==> src/rtl/uart_rx_fifo.sv <==
// rtl/uart_rx_fifo.sv - circular byte FIFO fed by the falling edge of the uartrx done line
module uart_rx_fifo #(
  parameter int DATA_W = 8,
  parameter int DEPTH  = 16,
  parameter int ADDR_W = 4
) (
  input  logic              clk,
  input  logic              rst,
  input  logic [DATA_W-1:0] rx_data,
  input  logic              rx_done,
  input  logic              rd_en,
  input  logic              clr_ovf,
  output logic [DATA_W-1:0] rd_data,
  output logic              rd_valid,
  output logic              empty,
  output logic              full,
  output logic [ADDR_W:0]   count,
  output logic              overflow
);

  localparam logic [ADDR_W:0] FULL_CNT = (ADDR_W+1)'(DEPTH);

  logic [DATA_W-1:0] mem_q [DEPTH];

  logic              done_q;
  logic [ADDR_W-1:0] wp_q, wp_d;
  logic [ADDR_W-1:0] rp_q, rp_d;
  logic [ADDR_W:0]   count_q, count_d;
  logic [DATA_W-1:0] rd_data_q, rd_data_d;
  logic              rd_valid_q, rd_valid_d;
  logic              ovf_q, ovf_d;

  logic wr_req;
  logic do_rd;
  logic do_wr;

  assign empty = (count_q == '0);
  assign full  = (count_q == FULL_CNT);

  always_comb begin
    wr_req     = done_q & ~rx_done;
    do_rd      = rd_en & ~empty;
    // A pop in the same cycle frees the slot, so a write at full is still accepted.
    do_wr      = wr_req & (~full | do_rd);
    wp_d       = wp_q;
    rp_d       = rp_q;
    count_d    = count_q;
    rd_data_d  = rd_data_q;
    rd_valid_d = 1'b0;
    ovf_d      = ovf_q;

    if (do_rd) begin
      rd_data_d  = mem_q[rp_q];
      rp_d       = rp_q + 1'b1;
      rd_valid_d = 1'b1;
    end
    if (do_wr) begin
      wp_d = wp_q + 1'b1;
    end

    case ({do_wr, do_rd})
      2'b10:   count_d = count_q + 1'b1;
      2'b01:   count_d = count_q - 1'b1;
      default: count_d = count_q;
    endcase

    if (wr_req && !do_wr) begin
      ovf_d = 1'b1;
    end else if (clr_ovf) begin
      ovf_d = 1'b0;
    end
  end

  always_ff @(posedge clk or posedge rst) begin
    if (rst) begin
      done_q     <= 1'b0;
      wp_q       <= '0;
      rp_q       <= '0;
      count_q    <= '0;
      rd_data_q  <= '0;
      rd_valid_q <= 1'b0;
      ovf_q      <= 1'b0;
    end else begin
      done_q     <= rx_done;
      wp_q       <= wp_d;
      rp_q       <= rp_d;
      count_q    <= count_d;
      rd_data_q  <= rd_data_d;
      rd_valid_q <= rd_valid_d;
      ovf_q      <= ovf_d;
    end
  end

  // Storage is not reset; stale contents are never visible because count gates reads.
  always_ff @(posedge clk) begin
    if (do_wr) begin
      mem_q[wp_q] <= rx_data;
    end
  end

  assign rd_data  = rd_data_q;
  assign rd_valid = rd_valid_q;
  assign count    = count_q;
  assign overflow = ovf_q;

endmodule

==> config.mk <==
export PLATFORM = sky130hd
export DESIGN_NAME = uart_rx_fifo
export DESIGN_NICKNAME = d
export VERILOG_FILES = /design/src/rtl/uart_rx_fifo.sv
export SDC_FILE = /design/constraint.sdc
export NUM_CORES = 1
export LEC_CHECK = 0
export CORE_ASPECT_RATIO = 0.6
export CORE_MARGIN = 2
export CORE_UTILIZATION = 53
export DETAILED_ROUTE_END_ITERATION = 6
export GPL_TIMING_DRIVEN = 0
export MAX_ROUTING_LAYER = met4
export PLACE_DENSITY = 0.69
export SYNTH_ARGS = -nofsm -noshare
export SYNTH_HDL_FRONTEND = slang
export SYNTH_SLANG_ARGS = --single-unit
==> constraint.sdc <==
create_clock -name clk -period 4.6 [get_ports clk]
set_input_delay 0.92 -clock clk [delete_from_list [all_inputs] [get_ports clk]]
set_output_delay 0.92 -clock clk [all_outputs]
set_load 0.02 [all_outputs]
* After elaboration in Yosys (flattened, before gate mapping) *
Memory sizes are Yosys's and may differ from the RTL's. A register that Yosys moved wholly into a read port is not among the register bits.
Index checks and enable logic that the tools add are counted.

word-level totals
  bits in registers = 16
  output and inout port bits = 17
  memories = 1
  bits in writable memories = 128
  input port bits = 13
  ROM bits = 0
  bits in latches = 0

cells by class
  eq/ne operators = 3
  add/sub/neg operators = 4
  $lt $le $gt $ge = 0
  reductions and logical operators = 5
  multipliers = 0
  bitwise logic cells = 7
  shifts and indexed selects = 0
  muxes and demuxes = 6
  divide/modulo/power cells = 0

memory list
  memory  words  width  rd ports  clocked after Yosys merged registers in  write ports  line  text
  mem_q   16     8      1         1                                        1            23    logic [DATA_W-1:0] mem_q [DEPTH];

operators with widths
  kind                                              number
  case mux 5 bit (2 select lines)                   1
  adder 4 x 1 -> 4 bit, second input constant       2
  adder 5 x 1 -> 5 bit, second input constant       1
  == test 5 bit, second input constant              1
  zero test 5 bit                                   1
  two-way mux 1 bit                                 5
  subtractor 5 x 1 -> 5 bit, second input constant  1
  nonzero test 2 bit                                2
  bitwise AND 1 bit                                 3
  NOT 1 bit                                         3
  == test 2 x 1 -> 1 bit, second input constant     1
  == test 2 bit, second input constant              1
  logical AND 1 bit                                 1
  zero test 1 bit                                   1
  bitwise OR 1 bit                                  1

* Logic depth before layout (Yosys ltp) *
  word-level depth = 8
  depth in mapped cells = 11

* Worst setup path after synthesis *
Ideal clock, no wire load.

  path kind = reg2reg
  start = register count_q[1], in the netlist count[1]
  end = register count_q[4], in the netlist count[4]
  setup slack = 2.014 ns
  arrival time = 2.499 ns
  cell stages (with the launch flop) = 12
  buffers on the path = 0
  cell sequence = dfrtp_1 > or4_4 > o21ai_2 > inv_2 > nand2_4 > inv_2 > ha_1 > nor2b_1 > o21ai_0 > nand2_1 > o31a_1 > o211ai_1

between the ends
  longest elaborated chain between the ends = 7
  elaborated cells on any way between the ends = 13
  those cells by class = add/sub (2); eq/ne (3); mux (1); bitwise (5); reduce/logical (2)

ends and longest elaborated chain
  item                                                                   line  text
  start: declaration                                                     28    logic [ADDR_W:0] count_q, count_d;
  start signal: assignment                                               87    count_q <= count_d;
  zero test 5 bit *                                                      37    assign empty = (count_q == '0);
  NOT 1 bit *                                                            42    do_rd = rd_en & ~empty;
  bitwise AND 1 bit *                                                    42
  net do_rd                                                              34    logic do_rd;
  bitwise OR 1 bit                                                       44    do_wr = wr_req & (~full | do_rd);
  bitwise AND 1 bit                                                      44
  == test 2 x 1 -> 1 bit or == test 2 bit (tied branches)                61    case ({do_wr, do_rd})
  case mux 5 bit (2 select lines) or nonzero test 2 bit (tied branches)  --

The timed path passes the listed nets; every way through them passes the cells marked *.
A chain may end at the register's enable or synchronous reset.

* Worst setup path in the final report *
  start = register count_q[1], in the netlist count[1]
  end = output full

between the ends
  longest elaborated chain between the ends = 1

ends and longest elaborated chain
  item              line  text
  == test 5 bit     38    assign full = (count_q == FULL_CNT);
  end: declaration  16    output logic full,

No other way between the ends.

==> results.md <==
* PwrDens at 639 nW/um^2
* Core ar. at 11300 um^2
* Final-stage net count at 388
* Drt drc at 0
* Vias/cell at 5.96
* Crit Path Category: register to output pin
* Detailed Routing Iterations Pass 1 at 5
* Clock Pin Slew Worst Setup and Hold Paths at 60 ps
* Tcrit/Tclk final at 70.0%
* First-pass GRT wire length at 18.6 mm
* Worst Hold Depth at 2
* Post-CTS sizing at 0
* Wire per inst at 23.4 um
* Clk Latency, worst-skew pair at 420 ps
* TNS Setup at 0 ps
* Initial core utilization at 54.0%
* Tot GR Track Use at 22.3%
* WL final at 12.3 mm
* Die width at 142 um
* Commonest non-fill, non-tap cell in the layout: edfxtp_1
* Number of routed nets with antenna violations at 0
* Grt total ovfl at 0
* Syn. warnings at 0
* Worst Skew at 10.1 ps
* Hold path endpoint: rd_data[3]$_DFFE_PP0P_
* Vias at 3119
* Critical path data arrival time at 2300 ps
* Achievable Freq at 310 MHz
* Hold buffer count at CTS at 0
* Fin crit period at 3220 ps
* Sequential element share of the synthesized area at 73.0%
* Unrepaired setup endpoints after global routing: no
* Boundary pin count at 30
* Min-delay worst type: register to register
* VDD IR max at 0.000323 V
* Final Hold Fails at 0
* Root buffer cell: clkbuf_16
* Port-buffer cells at 29
* Area growth, synth to finish at 19.1%
* Die H at 87.0 um
* Share of cells above drive strength 1 at 22.7%
* Post-CTS setup buffers at 0
* CTS Buf Count at 17
* Worst Reg-to-Reg Cells at 11
* Hold_sp: rd_data[3]$_DFFE_PP0P_
* Fillcell total at 783
* Cell area after synthesis at 6090 um^2
* Utilization after layout at 64.4%
* Peak fanout along the critical path at 5
* #FFs+latches synth at 152
* Syn_nets at 340
* CTS H-Tree Depth at 4
* Pin count of the biggest net entering global routing at 25
* CP Launch Type: register
* Outcome: complete, no violations
* Die Footprint at 12400 um^2
* Critical Path RT at 3680 ps
* Worst-Margin Slew at 1010 ps
* CP endpoint kind: output pin
* DRT iter0 DRCs at 320
* Initial antenna violation count at 0
* Worst rel slew slack at 32.5%
* Most frequent cells in the layout: edfxtp_1, mux4_2, clkdlybuf4s50_1, dfrtp_1, nand2_1
* FF-to-FF Start: count[1]$_DFFE_PP0P_
* Final setup fails at 0
* HPWL after detailed placement at 7.99 mm
* Reg2reg setup slack at 1680 ps
* Cells after Synth at 318
* TritonCTS clock tree: yes
* Row cnt at 30
* Yosys cell types at 38
* Total leakage power at 2.51 nW
* Clock sink total at 152
* FF-to-FF End: count[4]$_DFFE_PP0P_
* Syn Area/Cell at 19.1 um^2
* Final max-slew violation count at 0
* RePlAce Congestion at 0.778
* Pwr Total at 4.63 mW
* Clock Tree Buf Depth at 2
* Diode count at 0
* Max-Cap Viols at 0
* Vias in the first global route at 3190
-- state kept, by name, summed over array words and instances (netlist names) --
register / flops
rp_q: 4
wp_q: 4
rd_valid: 1
done_q: 1
rd_data: 8
overflow: 1
count: 5
mem_q: 128
-- area by class of cell --
class | count | area [um^2] | share of cell area, %
flip-flops and latches | 152 | 4440 | 61.3
clock buffers | 20 | 447 | 6.16
clock inverters | 12 | 224 | 3.09
plain buffers | 14 | 65.1 | 0.898
repair buffers | 29 | 290 | 4.01
inverters | 10 | 37.5 | 0.518
multi-input cells | 142 | 1560 | 21.5
well taps | 144 | 180 | 2.49
-- metal layers --
layer  GRT usage [%]  share of wire (%)  up-vias
li1                -                  -     1359
met2            32.7                 47      110
met4            7.92                1.2        0
met5               -                  0        -
met3            4.78                6.4       16
met1            31.7                 45     1634
-- how the worst max path moves through the flow --
stage	cells past startpoint	endpoint	slack (ps)	start
floorplan	11	count[4]$_DFFE_PP0P_	2010	count[1]$_DFFE_PP0P_
CTS	5	mem_q[3][4]$_DFFE_PP_	1290	rx_done
detailed placement	5	mem_q[3][5]$_DFFE_PP_	890	rx_done
global route	3	full	1230	count[0]$_DFFE_PP0P_
finish	3	full	1380	count[1]$_DFFE_PP0P_
global placement	5	mem_q[0][5]$_DFFE_PP_	910	rx_done
-- cell usage after synthesis --
cell type,n,share of area [%]
nor3_1,4,0.33
a311oi_1,1,0.14
mux4_2,32,12
nand2_4,1,0.19
o31a_1,1,0.14
a21o_1,2,0.25
nor2b_1,3,0.31
a21oi_4,1,0.27
nor4_1,1,0.10
mux2i_1,16,2.6
a21oi_2,1,0.14
nand3_1,1,0.082
buf_1,2,0.12
a211o_1,1,0.14
ha_1,8,1.6
o211ai_1,2,0.25
clkbuf_1,2,0.12
and2_1,1,0.10
edfxtp_1,128,63
inv_2,2,0.12
a32o_1,1,0.16
fa_1,1,0.33
a21oi_1,1,0.082
mux2_4,2,0.49
o21ai_2,1,0.14
or4_4,1,0.19
nand2b_1,3,0.31
nand2_1,20,1.2
inv_1,8,0.49
a2111oi_0,1,0.14
dfrtp_1,24,9.9
nand4_1,2,0.21
xnor2_1,9,1.3
nor2_1,14,0.86
o221ai_1,7,1.0
or2_2,1,0.10
buf_2,10,0.82
o21ai_0,2,0.16
-- worst max-delay path, stage by stage, from the launching register on --
cell	delay, ps
dfrtp_1	430
nor4_1	550
and2_1	280
clkdlybuf4s50_1	620
-- metrics by stage --
step,std cells,hold WS [ps],area [um^2],setup slack (ps)
detailed placement,491,489,6570,895
global route,523,525,7250,1230
global placement,491,481,6560,908
floorplan,318,543,6090,2010
CTS,523,506,7240,1290
finish,523,499,7250,1380
-- cell families (layout without fill, tap and decap cells) --
family | after synthesis | in the layout | share of synthesized area [%]
mux | 50 | 50 | 15.0
buf+inv | 24 | 85 | 1.69
compound gates | 22 | 22 | 3.04
fa+ha+maj | 9 | 9 | 1.97
flops | 152 | 152 | 73.0
xor+xnor | 9 | 9 | 1.30
simple gates | 52 | 52 | 4.01
-- power breakdown --
part | total (mW) | internal [mW] | switching (mW)
clock network | 1.57 | 1.03 | 0.535
registers | 1.75 | 1.65 | 0.0942
logic | 1.31 | 0.617 | 0.696
total | 4.63 | 3.30 | 1.33
No activity file was read; power rests on OpenSTA's default activity.
